**config.mk**
```make
export PLATFORM = sky130hd
export DESIGN_NAME = uart_bus_master
export DESIGN_NICKNAME = d
export VERILOG_FILES = /design/src/rtl/uart_bus_master_pkg.sv /design/src/rtl/uart_bus_master_timer.sv /design/src/rtl/uart_bus_master.sv
export SDC_FILE = /design/constraint.sdc
export NUM_CORES = 1
export LEC_CHECK = 0
export BUFFER_PORTS_ARGS = -buffer_cell sky130_fd_sc_hd__buf_2
export CORE_MARGIN = 2
export CORE_UTILIZATION = 53
export CTS_CLUSTER_SIZE = 8
export DETAILED_ROUTE_END_ITERATION = 10
export GPL_TIMING_DRIVEN = 0
export PLACE_DENSITY = 0.76
export SETUP_SLACK_MARGIN = 0.02
export SLEW_MARGIN = 20
export SYNTH_ARGS = -nofsm -noshare
export SYNTH_HDL_FRONTEND = slang
export SYNTH_SLANG_ARGS = --single-unit
```
**constraint.sdc**
```tcl
create_clock -name i_clk -period 1.8 [get_ports i_clk]
set_input_delay 0.36 -clock i_clk [delete_from_list [all_inputs] [get_ports i_clk]]
set_output_delay 0.36 -clock i_clk [all_outputs]
set_load 0.01 [all_outputs]
```
**src/rtl/uart_bus_master_pkg.sv**
```systemverilog
// Shared definitions for the UART-driven bus master: command opcodes,
// response bytes and the command FSM encoding.
package uart_bus_master_pkg;

    localparam logic [7:0] OP_WRITE = 8'h57;  // 'W'
    localparam logic [7:0] OP_READ  = 8'h52;  // 'R'
    localparam logic [7:0] OP_RESET = 8'h58;  // 'X'

    localparam logic [7:0] RSP_ACK  = 8'h06;
    localparam logic [7:0] RSP_NAK  = 8'h15;

    typedef enum logic [3:0] {
        ST_IDLE,
        ST_ADDR_H,
        ST_ADDR_L,
        ST_LEN,
        ST_WAIT_DATA,
        ST_WAIT_GNT,
        ST_ACCESS,
        ST_GAP,
        ST_SEND,
        ST_RST,
        ST_ACKBYTE
    } state_t;

    // A length byte of zero encodes a 256-byte transfer.
    function automatic logic [8:0] decode_len(input logic [7:0] n);
        return (n == 8'h00) ? 9'd256 : {1'b0, n};
    endfunction

endpackage

```
**src/rtl/uart_bus_master_timer.sv**
```systemverilog
// Bus access timer: counts cycles spent waiting for a slave acknowledge and
// flags the terminal count once ACK_TIMEOUT cycles of the access have elapsed.
module uart_bus_master_timer #(
    parameter int unsigned ACK_TIMEOUT = 255
) (
    input  logic i_clk,
    input  logic i_reset,
    input  logic i_start,
    input  logic i_run,
    output logic o_tc
);

    localparam logic [7:0] TC_LAST = 8'(ACK_TIMEOUT - 1);

    logic [7:0] count_q;

    // NOTE: sequential state uses non-blocking assignments so every register
    // samples its inputs from before the edge, independent of block ordering.
    always_ff @(posedge i_clk) begin
        if (i_reset || i_start) begin
            count_q <= '0;
        end else if (i_run && !o_tc) begin
            count_q <= count_q + 8'd1;
        end
    end

    // Terminal count is reached in the ACK_TIMEOUT-th cycle of the access.
    assign o_tc = i_run && (count_q == TC_LAST);

endmodule

```
**src/rtl/uart_bus_master.sv**
```systemverilog
// Second bus initiator on the 8-bit system bus, driven by a UART byte command
// stream: bulk write, bulk read with streamed replies, and a CPU reset pulse.
module uart_bus_master
    import uart_bus_master_pkg::*;
#(
    parameter int unsigned ACK_TIMEOUT = 255,
    parameter int unsigned RESET_PULSE = 16
) (
    input  logic        i_clk,
    input  logic        i_reset,
    input  logic [7:0]  i_rx_dat,
    input  logic        i_rx_valid,
    output logic [7:0]  o_tx_dat,
    output logic        o_tx_valid,
    input  logic        i_tx_ready,
    output logic        o_busreq,
    input  logic        i_busgnt,
    output logic [15:0] o_addr,
    output logic [7:0]  o_dat,
    input  logic [7:0]  i_dat,
    output logic        o_cs,
    output logic        o_we,
    input  logic        i_ack,
    output logic        o_sys_reset,
    output logic        o_error
);

    localparam int unsigned RST_W = (RESET_PULSE > 1) ? $clog2(RESET_PULSE) : 1;
    localparam logic [RST_W-1:0] RST_LAST = RST_W'(RESET_PULSE - 1);

    state_t            state_q,    state_d;
    logic [15:0]       addr_q,     addr_d;
    logic [7:0]        dat_q,      dat_d;
    logic [8:0]        len_q,      len_d;
    logic [7:0]        rd_q,       rd_d;
    logic              is_write_q, is_write_d;
    logic              err_q,      err_d;
    logic [RST_W-1:0]  rst_cnt_q,  rst_cnt_d;

    logic timer_start;
    logic timer_tc;

    uart_bus_master_timer #(
        .ACK_TIMEOUT (ACK_TIMEOUT)
    ) u_timer (
        .i_clk   (i_clk),
        .i_reset (i_reset),
        .i_start (timer_start),
        .i_run   (state_q == ST_ACCESS),
        .o_tc    (timer_tc)
    );

    always_ff @(posedge i_clk) begin
        if (i_reset) begin
            state_q    <= ST_IDLE;
            addr_q     <= '0;
            dat_q      <= '0;
            len_q      <= '0;
            rd_q       <= '0;
            is_write_q <= 1'b0;
            err_q      <= 1'b0;
            rst_cnt_q  <= '0;
        end else begin
            state_q    <= state_d;
            addr_q     <= addr_d;
            dat_q      <= dat_d;
            len_q      <= len_d;
            rd_q       <= rd_d;
            is_write_q <= is_write_d;
            err_q      <= err_d;
            rst_cnt_q  <= rst_cnt_d;
        end
    end

    always_comb begin
        // NOTE: every signal written here gets a default first, so no path
        // through the case statement can leave one unassigned and infer a latch.
        state_d     = state_q;
        addr_d      = addr_q;
        dat_d       = dat_q;
        len_d       = len_q;
        rd_d        = rd_q;
        is_write_d  = is_write_q;
        err_d       = err_q;
        rst_cnt_d   = rst_cnt_q;
        timer_start = 1'b0;
        o_busreq    = 1'b0;
        o_cs        = 1'b0;
        o_we        = 1'b0;
        o_tx_valid  = 1'b0;
        o_tx_dat    = 8'h00;
        o_sys_reset = 1'b0;

        unique case (state_q)
            ST_IDLE: begin
                if (i_rx_valid) begin
                    unique case (i_rx_dat)
                        OP_WRITE: begin
                            is_write_d = 1'b1;
                            err_d      = 1'b0;
                            state_d    = ST_ADDR_H;
                        end
                        OP_READ: begin
                            is_write_d = 1'b0;
                            err_d      = 1'b0;
                            state_d    = ST_ADDR_H;
                        end
                        OP_RESET: begin
                            err_d     = 1'b0;
                            rst_cnt_d = '0;
                            state_d   = ST_RST;
                        end
                        default: ;
                    endcase
                end
            end

            ST_ADDR_H: begin
                if (i_rx_valid) begin
                    addr_d[15:8] = i_rx_dat;
                    state_d      = ST_ADDR_L;
                end
            end

            ST_ADDR_L: begin
                o_busreq = 1'b1;
                if (i_rx_valid) begin
                    addr_d[7:0] = i_rx_dat;
                    state_d     = ST_LEN;
                end
            end

            ST_LEN: begin
                o_busreq = 1'b1;
                if (i_rx_valid) begin
                    len_d   = decode_len(i_rx_dat);
                    state_d = is_write_q ? ST_WAIT_DATA : ST_WAIT_GNT;
                end
            end

            ST_WAIT_DATA: begin
                o_busreq = 1'b1;
                if (i_rx_valid) begin
                    dat_d   = i_rx_dat;
                    state_d = ST_WAIT_GNT;
                end
            end

            ST_WAIT_GNT: begin
                o_busreq = 1'b1;
                if (i_busgnt) begin
                    timer_start = 1'b1;
                    state_d     = ST_ACCESS;
                end
            end

            ST_ACCESS: begin
                o_busreq = 1'b1;
                o_cs     = 1'b1;
                o_we     = is_write_q;
                // Acknowledge takes priority over a coincident timeout.
                if (i_ack) begin
                    if (!is_write_q) begin
                        rd_d = i_dat;
                    end
                    addr_d  = addr_q + 16'd1;
                    len_d   = len_q - 9'd1;
                    state_d = ST_GAP;
                end else if (timer_tc) begin
                    err_d   = 1'b1;
                    state_d = ST_ACKBYTE;
                end
            end

            ST_GAP: begin
                o_busreq = 1'b1;
                if (is_write_q) begin
                    state_d = (len_q == 9'd0) ? ST_ACKBYTE : ST_WAIT_DATA;
                end else begin
                    state_d = ST_SEND;
                end
            end

            ST_SEND: begin
                o_busreq   = 1'b1;
                o_tx_valid = 1'b1;
                o_tx_dat   = rd_q;
                if (i_tx_ready) begin
                    state_d = (len_q == 9'd0) ? ST_ACKBYTE : ST_WAIT_GNT;
                end
            end

            ST_RST: begin
                o_sys_reset = 1'b1;
                if (rst_cnt_q == RST_LAST) begin
                    state_d = ST_ACKBYTE;
                end else begin
                    rst_cnt_d = rst_cnt_q + RST_W'(1);
                end
            end

            ST_ACKBYTE: begin
                o_tx_valid = 1'b1;
                o_tx_dat   = err_q ? RSP_NAK : RSP_ACK;
                if (i_tx_ready) begin
                    state_d = ST_IDLE;
                end
            end

            default: state_d = ST_IDLE;
        endcase
    end

    assign o_addr  = addr_q;
    assign o_dat   = dat_q;
    assign o_error = err_q;

endmodule

```
==> results.md <==
* Synth Warn # at 0
* CTS hold repair buffers at 0
* Initial antenna violation count at 0
* Internal at around 2.2 mW
* GRT Overall Usage at 0.279
* Final Core Density at 0.704
* Worst path max stage delay at 0.33 ns
* Psw at ~910 uW
* Ys async rst share at 0
* Skew final at approximately 0.013 ns
* Most frequent cells in the layout: buf_2, nor2_1, dfxtp_1
* Cells after Synth at 430
* DR iter-0 viols at 400
* Synth Flop Type: dfxtp_1
* CTS sink count at between 50 and 60
* Row Count at 29
* Initial Utilization at 0.552
* Hold Vio Cnt, Final at 0
* Total core area at about 6400 sq um
* Worst Tran Pin Value at about 0.57 ns
* Violated checks: setup timing
* Area taken by multi-input logic gates at roughly 2300 sq um
* Max Freq at between 500 and 600 MHz
* Register Area at around 1200 sq um
* Number of CTS-inserted buffers at 9
* Pre-CTS setup slack at -0.162 ns
* Worst Slack Setup Final at -0.0482 ns
* Fillers at between 400 and 500
* Worst Hold Depth at 3
* Cell leakage power at 1.96 nW
* Wire length on met3 at 738 um
* Worst path slowest cell: dfxtp_2
* Skew-Pair Late Insertion Delay at around 0.35 ns
* WL per Instance at roughly 17 um
* Vias at around 3700
* CP bufs+invs at 3
* Clock buffer depth at 2
* Final Cycle Share at 1.03
* Crit path depth at 5
* CP required at about 1.4 ns
* DR top layer: met4
* First-pass GRT wire length at 16300 um
* Post-Syn Area at ~3500 sq um
* RSZ-0062 raised after global routing: yes
* Slew Limit Fails at 0
* H-tree levels at 3
* Share of layout cells above drive strength 1 at 0.316
* Pin count of the biggest net entering global routing at 12
* Root Buffer Master: clkbuf_8
* FF-to-FF path depth at 8
* Reg power frac at 0.450
* Total die area at ~7400 sq um
* Number of global-route vias before repair at ~3300
* GP Congestion at between 0.9 and 1
* EDFF count, synth at 0
* Final ANT Viol Nets at 0
* Crit path max-delay family: simple AND/OR/NAND/NOR gates
* Switching part of the total power at 0.296
* Synth Net Count at 457
* Post-synthesis cell type count at between 60 and 70
* Port bufs at 57
* Critical Path End Type: output port
* CP Data Arrival Time at about 1.5 ns
* Most used cell along the critical path: buf_6
* Combinational power share at 0.153
* Startpoint Class: register
* CTS tree: done
* Vias per inst at slightly above 6
* Metal2 WL at ~5000 um
* Final net count at between 500 and 600
* Critical-path cell list: buf_6, nor4b_4, buf_6, and2_4, buf_6
* MaxCap Viol Count at 0
* DRC at 0
* Post-route minimum period at 1.85 ns
* Avg Inst Size Synth at slightly above 8 sq um
* Router iterations before antenna repair at 7
* Die X at between 80 and 90 um
* GR Overflow Total at 0
* Outcome: complete, but fails checks
* Commonest non-fill, non-tap cell in the layout: buf_2
* WL final at around 10000 um
* Slew Limit Headroom at 0.617
* Critical path class: register to output port
* P per Cell Area at approximately 700 nW/um^2
* Final setup viols at 5
* Layout area overhead at 27.6%
* Hpwl dp at 6950 um
* Max VDD drop at ~0.4 mV
* Wl on met1 at around 4500 um
* Seq/Total Area, Yosys at 0.333
* Inserted Diodes at 0
* Die Y at about 86 um
* Worst Path Max Fanout at 6
* Worst hold-check path type: primary input to register
* Clock power share at 0.397
* CTS clk-pin slew, worst paths at approximately 0.07 ns
* Total power at between 3 and 4 mW
* Ports at 60
* #FFs+latches synth at 59
## what timing repair did
item,in CTS,in global routing
cloned,1,0
pin swaps,7,9
gates resized for setup,27,38
setup buffers,9,13
setup endpoints to repair,16,35
## worst reg2reg max path, stage by stage, from the launching register on
cell and delay [ns]:
dfxtp_2 0.35, buf_8 0.14, nand4bb_4 0.16, buf_6 0.16
buf_6 0.14, buf_4 0.18, and2_0 0.17, o21ai_0 0.21
a21oi_1 0.09
## power groups by stage
stage	clock [mW]	sequential (mW)	combinational (mW)
finish	1.22	1.39	0.473
global route	1.26	1.39	0.507
CTS	1.21	1.39	0.431
detailed placement	0	1.40	0.452
global placement	0	1.39	0.445
floorplan	0	1.40	0.311
## synth_stat cells (2+ instances only)
master | count | area share
a211oi_1 | 11 | 0.023
a21bo_2 | 3 | 0.0085
a21o_1 | 8 | 0.017
a21oi_1 | 35 | 0.049
a22oi_1 | 6 | 0.013
a311oi_1 | 2 | 0.0049
a31o_2 | 2 | 0.0049
a31oi_1 | 4 | 0.0071
a41o_1 | 3 | 0.0085
and2_1 | 5 | 0.0088
and3_1 | 6 | 0.011
buf_2 | 12 | 0.017
buf_4 | 2 | 0.0042
buf_6 | 5 | 0.016
clkbuf_1 | 8 | 0.0085
dfxtp_1 | 59 | 0.33
ha_1 | 5 | 0.018
inv_1 | 7 | 0.0074
mux2i_1 | 22 | 0.062
nand2_1 | 37 | 0.039
nand2b_1 | 11 | 0.019
nand3_1 | 21 | 0.030
nand3b_1 | 4 | 0.0085
nand4_1 | 5 | 0.0088
nor2_1 | 59 | 0.062
nor2b_1 | 4 | 0.0071
nor3_1 | 7 | 0.0099
nor3_2 | 2 | 0.0056
nor4_1 | 4 | 0.0071
o21ai_0 | 20 | 0.028
o22ai_1 | 2 | 0.0035
o31ai_1 | 4 | 0.0085
o41ai_1 | 3 | 0.0074
or3_1 | 2 | 0.0035
xnor2_1 | 2 | 0.0049
xor2_1 | 7 | 0.017
## sequential cells by signal (all words and copies together), names as in the netlist
| signal | cells |
|---|---|
| u_timer.count_q | 8 |
| is_write_q | 1 |
| o_error | 1 |
| len_q | 9 |
| state_q | 4 |
| rst_cnt_q | 4 |
| o_dat | 8 |
| o_addr | 16 |
| rd_q | 8 |
## path summary, 6_finish.rpt
check | from | end | slack [ns]
max reg2reg | state_q[2] | o_addr[4] | 0.06
max | state_q[1] | o_tx_dat[7] | -0.05
min reg2reg | o_dat[2] | o_dat[2] | 0.48
min | i_dat[1] | rd_q[1] | 0.24
## cells by family (layout without fill, tap and decap cells)
logic type,after synthesis,in the layout,share of synthesized area
fa+ha+maj,5,5,0.0176
mux,23,23,0.0664
compound gates,116,116,0.225
xor+xnor,9,9,0.0222
buf+inv,35,130,0.0540
flops,59,59,0.333
simple gates,183,183,0.282
## area by class of cell
| class | count | area share |
|---|---|---|
| Clock buffer | 9 | 0.0274 |
| Tap cell | 77 | 0.0213 |
| Timing Repair Buffer | 80 | 0.113 |
| Multi-Input combinational cell | 336 | 0.509 |
| Sequential cell | 59 | 0.264 |
| Buffer | 26 | 0.0418 |
| Inverter | 8 | 0.00774 |
| Clock inverter | 7 | 0.0152 |
## through the flow
step	area [sq um]	std cells	hold slack (ns)	setup TNS, ns
floorplan	3540	430	0.452	0
global placement	3930	564	0.466	-1.15
detailed placement	3930	564	0.472	-1.47
CTS	4260	589	0.239	-0.161
global route	4520	602	0.251	-0.550
finish	4520	602	0.240	-0.173
## metal layers
layer,up-vias,GRT usage
li1,1752,-
met1,1732,0.370
met2,183,0.442
met3,27,0.0520
met4,0,0.128
met5,-,0
Power figures use the tool's default switching activity.
